## src/rtl/debug_record_arbiter.sv

```systemverilog
// debug_record_arbiter
// Shares one narrow debug output channel among SRC_NUM record sources.
// A round-robin arbiter picks a requester and snapshots its record in the
// ack cycle. The record is then streamed as REC_WORDS beats over
// valid/ready, with outLast on the final beat.
// Optional feature macro: RSD_DEBUG_ARB_TIMESTAMP_EN. When it is defined,
// a free-running cycle counter is captured at grant and sent as a header
// beat ahead of the record words.
module debug_record_arbiter #(
    parameter int SRC_NUM    = 4,
    parameter int WORD_WIDTH = 32,
    parameter int REC_WORDS  = 4,
    parameter int TS_WIDTH   = 32
) (
    input  logic                                          clk,
    input  logic                                          rst,
    input  logic                                          enable,
    input  logic [SRC_NUM-1:0]                            srcReq,
    input  logic [SRC_NUM-1:0][REC_WORDS*WORD_WIDTH-1:0]  srcRecord,
    output logic [SRC_NUM-1:0]                            srcAck,
    output logic                                          outValid,
    input  logic                                          outReady,
    output logic [WORD_WIDTH-1:0]                         outData,
    output logic                                          outLast,
    output logic [((SRC_NUM > 1) ? $clog2(SRC_NUM) : 1)-1:0] outSrc,
    output logic                                          busy
);

    localparam int PW = (SRC_NUM > 1) ? $clog2(SRC_NUM) : 1;
`ifdef RSD_DEBUG_ARB_TIMESTAMP_EN
    localparam int HDR = 1;
`else
    localparam int HDR = 0;
`endif
    localparam int BEATS = REC_WORDS + HDR;
    localparam int IW    = (BEATS > 1) ? $clog2(BEATS) : 1;

    localparam logic [0:0] ST_IDLE = 1'b0;
    localparam logic [0:0] ST_SEND = 1'b1;

    // Reject parameter sets the datapath was not built for.
    if (SRC_NUM < 2 || SRC_NUM > 8 || REC_WORDS < 2 || REC_WORDS > 16 ||
        TS_WIDTH > WORD_WIDTH) begin : g_param_check
        $error("debug_record_arbiter: unsupported parameter set");
    end

    logic [0:0]                            state_q, state_d;
    logic [PW-1:0]                         rr_ptr_q, rr_ptr_d;
    logic [IW-1:0]                         idx_q, idx_d;
    logic [BEATS-1:0][WORD_WIDTH-1:0]      snap_q, snap_d;
    logic [PW-1:0]                         src_q, src_d;

    logic [PW-1:0]      cand_idx [SRC_NUM];
    logic [SRC_NUM-1:0] cand_hit;
    logic               grant_valid;
    logic [PW-1:0]      grant_idx;
    logic               grant_fire;
    logic               last_beat;

`ifdef RSD_DEBUG_ARB_TIMESTAMP_EN
    logic [TS_WIDTH-1:0] ts_q, ts_d;

    // Free-running cycle counter; wraps silently.
    always_comb begin
        ts_d = ts_q + 1'b1;
    end

    // Timestamp counter register.
    always_ff @(posedge clk or negedge rst) begin
        if (!rst) ts_q <= '0;
        else      ts_q <= ts_d;
    end
`endif

    // Candidate gi is the source at offset gi from the round-robin pointer.
    for (genvar gi = 0; gi < SRC_NUM; gi++) begin : g_cand
        logic [PW:0] sum;

        // Modulo-SRC_NUM rotation of the priority pointer.
        always_comb begin
            sum = {1'b0, rr_ptr_q} + (PW+1)'(gi);
            if (sum >= (PW+1)'(SRC_NUM)) sum = sum - (PW+1)'(SRC_NUM);
        end

        assign cand_idx[gi] = sum[PW-1:0];
        assign cand_hit[gi] = srcReq[sum[PW-1:0]];
    end

    // Pick the requester closest to the pointer; lower offsets overwrite higher.
    always_comb begin
        grant_valid = 1'b0;
        grant_idx   = '0;
        for (int i = SRC_NUM - 1; i >= 0; i--) begin
            if (cand_hit[i]) begin
                grant_valid = 1'b1;
                grant_idx   = cand_idx[i];
            end
        end
    end

    assign grant_fire = (state_q == ST_IDLE) && enable && grant_valid;
    assign last_beat  = (idx_q == IW'(BEATS - 1));

    // One-hot ack pulse in the grant cycle only.
    always_comb begin
        srcAck = '0;
        if (grant_fire) srcAck[grant_idx] = 1'b1;
    end

    // Arbitration / streaming next-state logic.
    always_comb begin
        state_d  = state_q;
        rr_ptr_d = rr_ptr_q;
        idx_d    = idx_q;
        snap_d   = snap_q;
        src_d    = src_q;
        case (state_q)
            ST_IDLE: begin
                if (grant_fire) begin
`ifdef RSD_DEBUG_ARB_TIMESTAMP_EN
                    snap_d = {srcRecord[grant_idx], WORD_WIDTH'(ts_q)};
`else
                    snap_d = srcRecord[grant_idx];
`endif
                    src_d    = grant_idx;
                    rr_ptr_d = (grant_idx == PW'(SRC_NUM - 1)) ? '0 : grant_idx + 1'b1;
                    idx_d    = '0;
                    state_d  = ST_SEND;
                end
            end
            ST_SEND: begin
                if (outReady) begin
                    if (last_beat) begin
                        idx_d   = '0;
                        state_d = ST_IDLE;
                    end else begin
                        idx_d = idx_q + 1'b1;
                    end
                end
            end
            default: state_d = ST_IDLE;
        endcase
    end

    // State registers; reset discards any partial record.
    always_ff @(posedge clk or negedge rst) begin
        if (!rst) begin
            state_q  <= ST_IDLE;
            rr_ptr_q <= '0;
            idx_q    <= '0;
            snap_q   <= '0;
            src_q    <= '0;
        end else begin
            state_q  <= state_d;
            rr_ptr_q <= rr_ptr_d;
            idx_q    <= idx_d;
            snap_q   <= snap_d;
            src_q    <= src_d;
        end
    end

    assign outValid = (state_q == ST_SEND);
    assign busy     = (state_q == ST_SEND);
    assign outLast  = (state_q == ST_SEND) && last_beat;
    assign outData  = (state_q == ST_SEND) ? snap_q[idx_q] : '0;
    assign outSrc   = src_q;

endmodule

```

## config.mk

```make
export PLATFORM = sky130hd
export DESIGN_NAME = debug_record_arbiter
export DESIGN_NICKNAME = d
export VERILOG_FILES = /design/src/rtl/debug_record_arbiter.sv
export SDC_FILE = /design/constraint.sdc
export NUM_CORES = 1
export LEC_CHECK = 0
export BUFFER_PORTS_ARGS = -buffer_cell sky130_fd_sc_hd__buf_2
export CAP_MARGIN = 20
export CORE_AREA = 4 4 215 217
export DETAILED_ROUTE_END_ITERATION = 16
export DIE_AREA = 0 0 219 221
export PLACE_DENSITY_LB_ADDON = 0.08
export SLEW_MARGIN = 20
export SYNTH_ARGS = -nofsm -noshare
export SYNTH_HDL_FRONTEND = slang
export SYNTH_SLANG_ARGS = --single-unit
```

## constraint.sdc

```tcl
create_clock -name clk -period 6 [get_ports clk]
set_input_delay 1.2 -clock clk [delete_from_list [all_inputs] [get_ports clk]]
set_output_delay 1.2 -clock clk [all_outputs]
set_load 0.1 [all_outputs]
```

==> results.sh, run 1 <==
export IMPL_area_growth_pct=39.2
export IMPL_cts_max_path_buffers=2
export IMPL_drc=0
export IMPL_syn_nets=1529
export IMPL_cts_setup_buffers=0
export IMPL_drt_iter0_markers=445
export IMPL_grt_max_degree=129
export IMPL_crit_start="srcReq[3]"
export IMPL_root_buffer="clkbuf_16"
export IMPL_fin_cells=2088
export IMPL_die_h_um=221
export IMPL_setup_viol=0
export IMPL_die_area_um2=48400
export IMPL_required_ns=4.80
export IMPL_grt_usage_pct=21.6
export IMPL_seq_area_frac_synth_pct=34.9
export IMPL_antenna_found_initial=13
export IMPL_grt_pass1_wl_um=76700
export IMPL_vias=10364
export IMPL_fin_area_um2=13500
export IMPL_leakage_nw=6.52
export IMPL_worstSetupEndpoint="srcAck[1]"
export IMPL_async_flop_share_pct=100
export IMPL_r2r_cells=7
export IMPL_fin_skew_ns=0.00770
export IMPL_reg2reg_slack_ns=3.20
export IMPL_portBuffers=560
export IMPL_rsz0062_at_grt="false"
export IMPL_cts_hold_fix_buffers=0
export IMPL_synthAdderAreaFrac_pct=0.259
export IMPL_multi_input_area_um2=5720
export IMPL_first_pass_iters=5
export IMPL_seq_area_um2=3380
export IMPL_postPlaceCellArea_um2=12800
export IMPL_slew_violations=0
export IMPL_ctsResizeCount=0
export IMPL_start_kind="primary input"
export IMPL_grt_pass1_vias=11023
export IMPL_core_area_um2=44100
export IMPL_p_switching_w=0.00446
export IMPL_synthFlopType="dfrtp_1"
export IMPL_hold_path_class="flip-flop to flip-flop"
export IMPL_wirelength_um=54400
export IMPL_peakVddDrop_mv=0.231
export IMPL_fin_tns_setup_ns=0
export IMPL_sw_frac_of_total_pct=55.1
export IMPL_synth_simple_area_share_pct=11.7
export IMPL_insertion_delay_ns=0.42
export IMPL_p_clk_share_pct=14.2
export IMPL_path_max_fanout=32
export IMPL_drive_above_1_share_pct=43.6
export IMPL_fin_nets=1999
export IMPL_start_util_pct=21.9
export IMPL_grt_overflow_total=0
export IMPL_worstMarginPinSlew_ns=0.992
export IMPL_ant_nets=0
export IMPL_netlist_instances=1007
export IMPL_layout_commonest_cell="buf_2"
export IMPL_synth_xor_area_share_pct=0
export IMPL_finalHoldViolCount=0
export IMPL_status="completed"
export IMPL_avgSynthCellArea_um2=9.61
export IMPL_holdWs_ns=0.527
export IMPL_dp_hpwl_um=43300
export IMPL_synth_distinct_cells=35
export IMPL_pin_count=561
export IMPL_maxClockFrequency_ghz=0.235
export IMPL_cp_arrival_ns=3.05
export IMPL_synth_compound_area_share_pct=25.7
export IMPL_seqPwrFrac_pct=25.6
export IMPL_placed_cells=2050
export IMPL_rows=77
export IMPL_drv_cap=0
export IMPL_p_int_w=0.00364
export IMPL_max_slew_margin_rel_pct=33.9
export IMPL_final_period_utilization_pct=70.8
export IMPL_cts_htree_levels=4
export IMPL_drt_wirelength_per_cell_um=26.1
export IMPL_endpoint_kind="output port"
export IMPL_synth_edff_count=0
export IMPL_cts_tree="built"
export IMPL_cts_num_sinks=135
export IMPL_pwr_density_cell_nw_per_um2=601
export IMPL_clk_pin_slew_ns=0.06
export IMPL_post_route_min_period_ns=4.25
export IMPL_synth_top_family_by_area="compound AO/OA/AOI/OAI gates"
export IMPL_pwr_share_comb_pct=60.1
export IMPL_reg2reg_from="busy$_DFF_PN0_"
export IMPL_cts_made_buffers=17
export IMPL_p_total_w=0.00810
export IMPL_fillCellCount=4823
export IMPL_mostFrequentLayoutCells="buf_2, dfrtp_1, and3_1"
export IMPL_synthesis_area_um2=9670
export IMPL_ys_warn_count=0
export IMPL_gp_routability_congestion=0.813
export IMPL_die_w_um=219
export IMPL_vias_per_cell=4.96
export IMPL_synth_mux_area_share_pct=20.7
export IMPL_r2r_end="snap_q[85]$_DFFE_PN0P_"
export IMPL_setup_worst_path_class="primary input to output port"
export IMPL_ys_ff_latch=135
==> kinds of logic (layout without fill, tap and decap cells) <==
group / count (synthesis) / after routing
multiplexers: 160 / 160
AND/OR/NAND/NOR: 186 / 186
other: 0 / 7
adder cells (fa/ha/maj): 2 / 2
flip-flops: 135 / 135
buffers and inverters: 129 / 611
AO/OA/AOI/OAI: 395 / 395
==> power by group through the flow <==
stage / logic [W] / registers [W] / clock network [W]
after global placement: 0.00487 / 0.00214 / 0
after global routing: 0.00521 / 0.00214 / 0.00122
after CTS: 0.00493 / 0.00212 / 0.00118
after detailed placement: 0.00491 / 0.00213 / 0
after floorplan: 0.00387 / 0.00161 / 0
final: 0.00487 / 0.00208 / 0.00115
==> Yosys cell counts, drive strengths merged, types with 2 or more instances <==
| master | instances | share of area, % |
|---|---|---|
| a211oi | 128 | 9.9 |
| and2 | 34 | 2.2 |
| and3 | 129 | 8.3 |
| buf | 58 | 4.0 |
| clkbuf | 67 | 2.6 |
| dfrtp | 135 | 35 |
| ha | 2 | 0.26 |
| inv | 4 | 0.16 |
| mux2i | 128 | 13 |
| mux4 | 32 | 7.4 |
| nand2 | 11 | 0.45 |
| nand3 | 2 | 0.10 |
| nor2 | 3 | 0.12 |
| nor2b | 2 | 0.13 |
| o21ai | 132 | 6.9 |
| o22ai | 128 | 8.3 |
==> metal layers <==
layer	wire length, um	track usage (%)
met1	23000	27.1
met2	26900	37.7
met3	3340	5.17
met4	1130	4.85
met5	27	0
==> worst max-delay path, cell delays in order <==
cell and delay (ns):
buf_2 0.13, or2_1 0.27, or4b_4 0.55, nand2_8 0.12
inv_8 0.12, nor3_1 0.20, buf_2 0.45
==> flip-flops by register name, summed over array words and instances (netlist names) <==
name / count
busy: 1
idx_q: 2
rr_ptr_q: 2
outSrc: 2
snap_q: 128
==> stage by stage <==
step	utilization (%)	setup slack (ns)
global route	30.5	1.65
floorplan	-	0.421
CTS	30.5	1.75
detailed placement	29.0	1.73
global placement	29.0	1.76
finish	30.5	1.75
==> worst min path at each step <==
stage / start / to / slack (ns) / depth (start not counted)
finish: outSrc[1]$_DFFE_PN0P_ / outSrc[1]$_DFFE_PN0P_ / 0.53 / 2
global route: outSrc[1]$_DFFE_PN0P_ / outSrc[1]$_DFFE_PN0P_ / 0.59 / 2
CTS: outSrc[1]$_DFFE_PN0P_ / outSrc[1]$_DFFE_PN0P_ / 0.54 / 2
detailed placement: outSrc[1]$_DFFE_PN0P_ / outSrc[1]$_DFFE_PN0P_ / 0.52 / 2
global placement: outSrc[1]$_DFFE_PN0P_ / outSrc[1]$_DFFE_PN0P_ / 0.51 / 2
floorplan: rr_ptr_q[0]$_DFFE_PN0P_ / rr_ptr_q[0]$_DFFE_PN0P_ / 0.48 / 2
==> cell type report <==
cell class | count | share of cell area [%]
timing repair buffer | 576 | 21.9
sequential | 135 | 25.1
antenna | 7 | 0.130
clock inverter | 11 | 1.29
tap | 592 | 5.50
inverter | 4 | 0.167
clock buffer | 20 | 3.39
multi-input combinational | 743 | 42.5
Note: power is estimated with default switching activity, not from simulation.
==> run 2: changes to the inputs <==
==> constraint.sdc (replaced) <==
create_clock -name clk -period 4.35 [get_ports clk]
set_input_delay 0.87 -clock clk [delete_from_list [all_inputs] [get_ports clk]]
set_output_delay 0.87 -clock clk [all_outputs]
set_load 0.1 [all_outputs]
==> run 2 against run 1 <==
Compared with the run above:
- via count rose by 1.9%
- highest routed layer unchanged
- register-to-register slack worse by 1.5 ns
- critical endpoint unchanged
- clock power is 37% higher
- sequential power rose by 38%
- clock skew grew 0.00094 ns
- setup slack got worse by 0.86 ns
- worst hold slack got worse by 0.033 ns
- design area rose by 0.51%
- largest cell class unchanged
- critical path type unchanged
- non-clock buffer count is 2 higher
==> results.sh, run 2 (same netlist as run 1, synthesis figures left out) <==
export IMPL_cts_hold_fix_buffers=0
export IMPL_ant_nets=0
export IMPL_cts_tree="built"
export IMPL_cts_max_path_buffers=2
export IMPL_r2r_end="snap_q[86]$_DFFE_PN0P_"
export IMPL_wirelength_um=57000
export IMPL_ctsResizeCount=0
export IMPL_holdWs_ns=0.494
export IMPL_grt_usage_pct=22.6
export IMPL_p_clk_share_pct=14.0
export IMPL_start_util_pct=21.9
export IMPL_die_w_um=219
export IMPL_hold_path_startpoint="outSrc[1]$_DFFE_PN0P_"
export IMPL_rows=77
export IMPL_seqPwrFrac_pct=25.7
export IMPL_largest_reg_flops=128
export IMPL_max_slew_margin_rel_pct=34.5
export IMPL_r2r_cells=7
export IMPL_grt_max_degree=145
export IMPL_path_max_fanout=5
export IMPL_core_area_um2=44100
export IMPL_leakage_nw=6.55
export IMPL_die_area_um2=48400
export IMPL_grt_pass1_vias=11084
export IMPL_pwr_share_comb_pct=60.3
export IMPL_hold_end="outSrc[1]$_DFFE_PN0P_"
export IMPL_required_ns=3.48
export IMPL_root_buffer="clkbuf_16"
export IMPL_die_h_um=221
export IMPL_cp_arrival_ns=2.59
export IMPL_cts_htree_levels=4
export IMPL_finalHoldViolCount=0
export IMPL_layout_commonest_cell="buf_2"
export IMPL_p_total_w=0.0112
export IMPL_pin_count=561
export IMPL_peakVddDrop_mv=0.474
export IMPL_mostFrequentLayoutCells="buf_2, dfrtp_1, and3_1"
export IMPL_drt_wirelength_per_cell_um=27.3
export IMPL_start_kind="primary input"
export IMPL_antenna_found_initial=13
export IMPL_final_period_utilization_pct=79.5
export IMPL_dp_hpwl_um=44000
export IMPL_setup_viol=0
export IMPL_utilization_pct=30.7
export IMPL_worstMarginPinSlew_ns=0.982
export IMPL_top_register="snap_q"
export IMPL_holdPathStages=2
export IMPL_drt_iter0_markers=531
export IMPL_slew_violations=0
export IMPL_maxClockFrequency_ghz=0.289
export IMPL_rsz0062_at_grt="false"
export IMPL_vias_per_cell=5.05
export IMPL_drv_cap=0
export IMPL_insertion_delay_ns=0.44
export IMPL_sw_frac_of_total_pct=55.1
export IMPL_fillCellCount=4801
export IMPL_p_switching_w=0.00619
export IMPL_portBuffers=560
export IMPL_grt_overflow_total=0
export IMPL_reg2reg_from="rr_ptr_q[0]$_DFFE_PN0P_"
export IMPL_status="completed"
export IMPL_fin_ws_ns=0.890
export IMPL_vias=10557
export IMPL_area_growth_pct=39.9
export IMPL_clk_pin_slew_ns=0.06
export IMPL_post_route_min_period_ns=3.46
export IMPL_drive_above_1_share_pct=43.6
export IMPL_preCtsSetupSlack_ns=0.866
export IMPL_grt_pass1_wl_um=79600
export IMPL_fin_tns_setup_ns=0
export IMPL_setup_worst_path_class="primary input to output port"
export IMPL_drc=0
export IMPL_fin_skew_ns=0.00864
export IMPL_cts_num_sinks=135
export IMPL_first_pass_iters=4
export IMPL_gp_routability_congestion=0.819
export IMPL_hold_path_class="flip-flop to flip-flop"
export IMPL_p_int_w=0.00504
export IMPL_cts_made_buffers=17
export IMPL_pwr_density_cell_nw_per_um2=830
export IMPL_cts_setup_buffers=0
export IMPL_fin_nets=2001
export IMPL_reg2reg_slack_ns=1.71
export IMPL_endpoint_kind="output port"
==> run 2: cell types whose count changed in the layout (fill, tap and decap cells not counted), moves of 2 or more <==
cell and change:
buf_12 +5, clkbuf_1 +2, clkbuf_8 +3, clkinv_4 -3
==> run 2: through the flow <==
step | cells | instance area [um^2]
after global routing | 2084 | 13500
final | 2090 | 13500
after detailed placement | 2052 | 12900
after CTS | 2084 | 13500
after global placement | 2052 | 12900
after floorplan | 1007 | 9680
==> run 2: how the worst max path moves through the flow <==
stage	cells past startpoint	end	from
2_1_floorplan	7	srcAck[1]	srcReq[0]
5_1_grt	6	srcAck[1]	srcReq[2]
3_3_place_gp	7	snap_q[108]$_DFFE_PN0P_	srcReq[3]
6_report	7	srcAck[1]	srcReq[3]
3_5_place_dp	7	snap_q[108]$_DFFE_PN0P_	srcReq[3]
4_1_cts	5	srcAck[3]	srcReq[3]
==> run 2: cell type report <==
cell class                 instances  area [um^2]  area share, %
sequential                       135         3380           25.0
tap                              592          741           5.47
clock inverter                     7          115          0.851
multi-input combinational        743         5720           42.3
timing repair buffer             578         3030           22.4
inverter                           4         22.5          0.166
antenna                            6         15.0          0.111
clock buffer                      25          505           3.74
==> run 2: power groups by stage <==
stage,sequential (W),clock (W),combinational (W)
6_report,0.00288,0.00157,0.00677
4_1_cts,0.00294,0.00161,0.00684
3_5_place_dp,0.00295,0,0.00681
5_1_grt,0.00296,0.00166,0.00722
3_3_place_gp,0.00297,0,0.00676
2_1_floorplan,0.00222,0,0.00534
==> run 2: worst max-delay path, stage by stage <==
cell and delay [ns]:
buf_2 0.13, or2_1 0.27, or4b_4 0.55, nand2_8 0.11, inv_8 0.04, nor3_2 0.17
buf_2 0.45
==> run 2: per-layer routing <==
metal / up-vias / global-route usage [%] / routed length [um]
li1: 4930 / - / -
met1: 5194 / 29.1 / 24100
met2: 396 / 38.8 / 28100
met3: 35 / 4.57 / 3570
met4: 2 / 5.75 / 1160
met5: - / 0 / 13
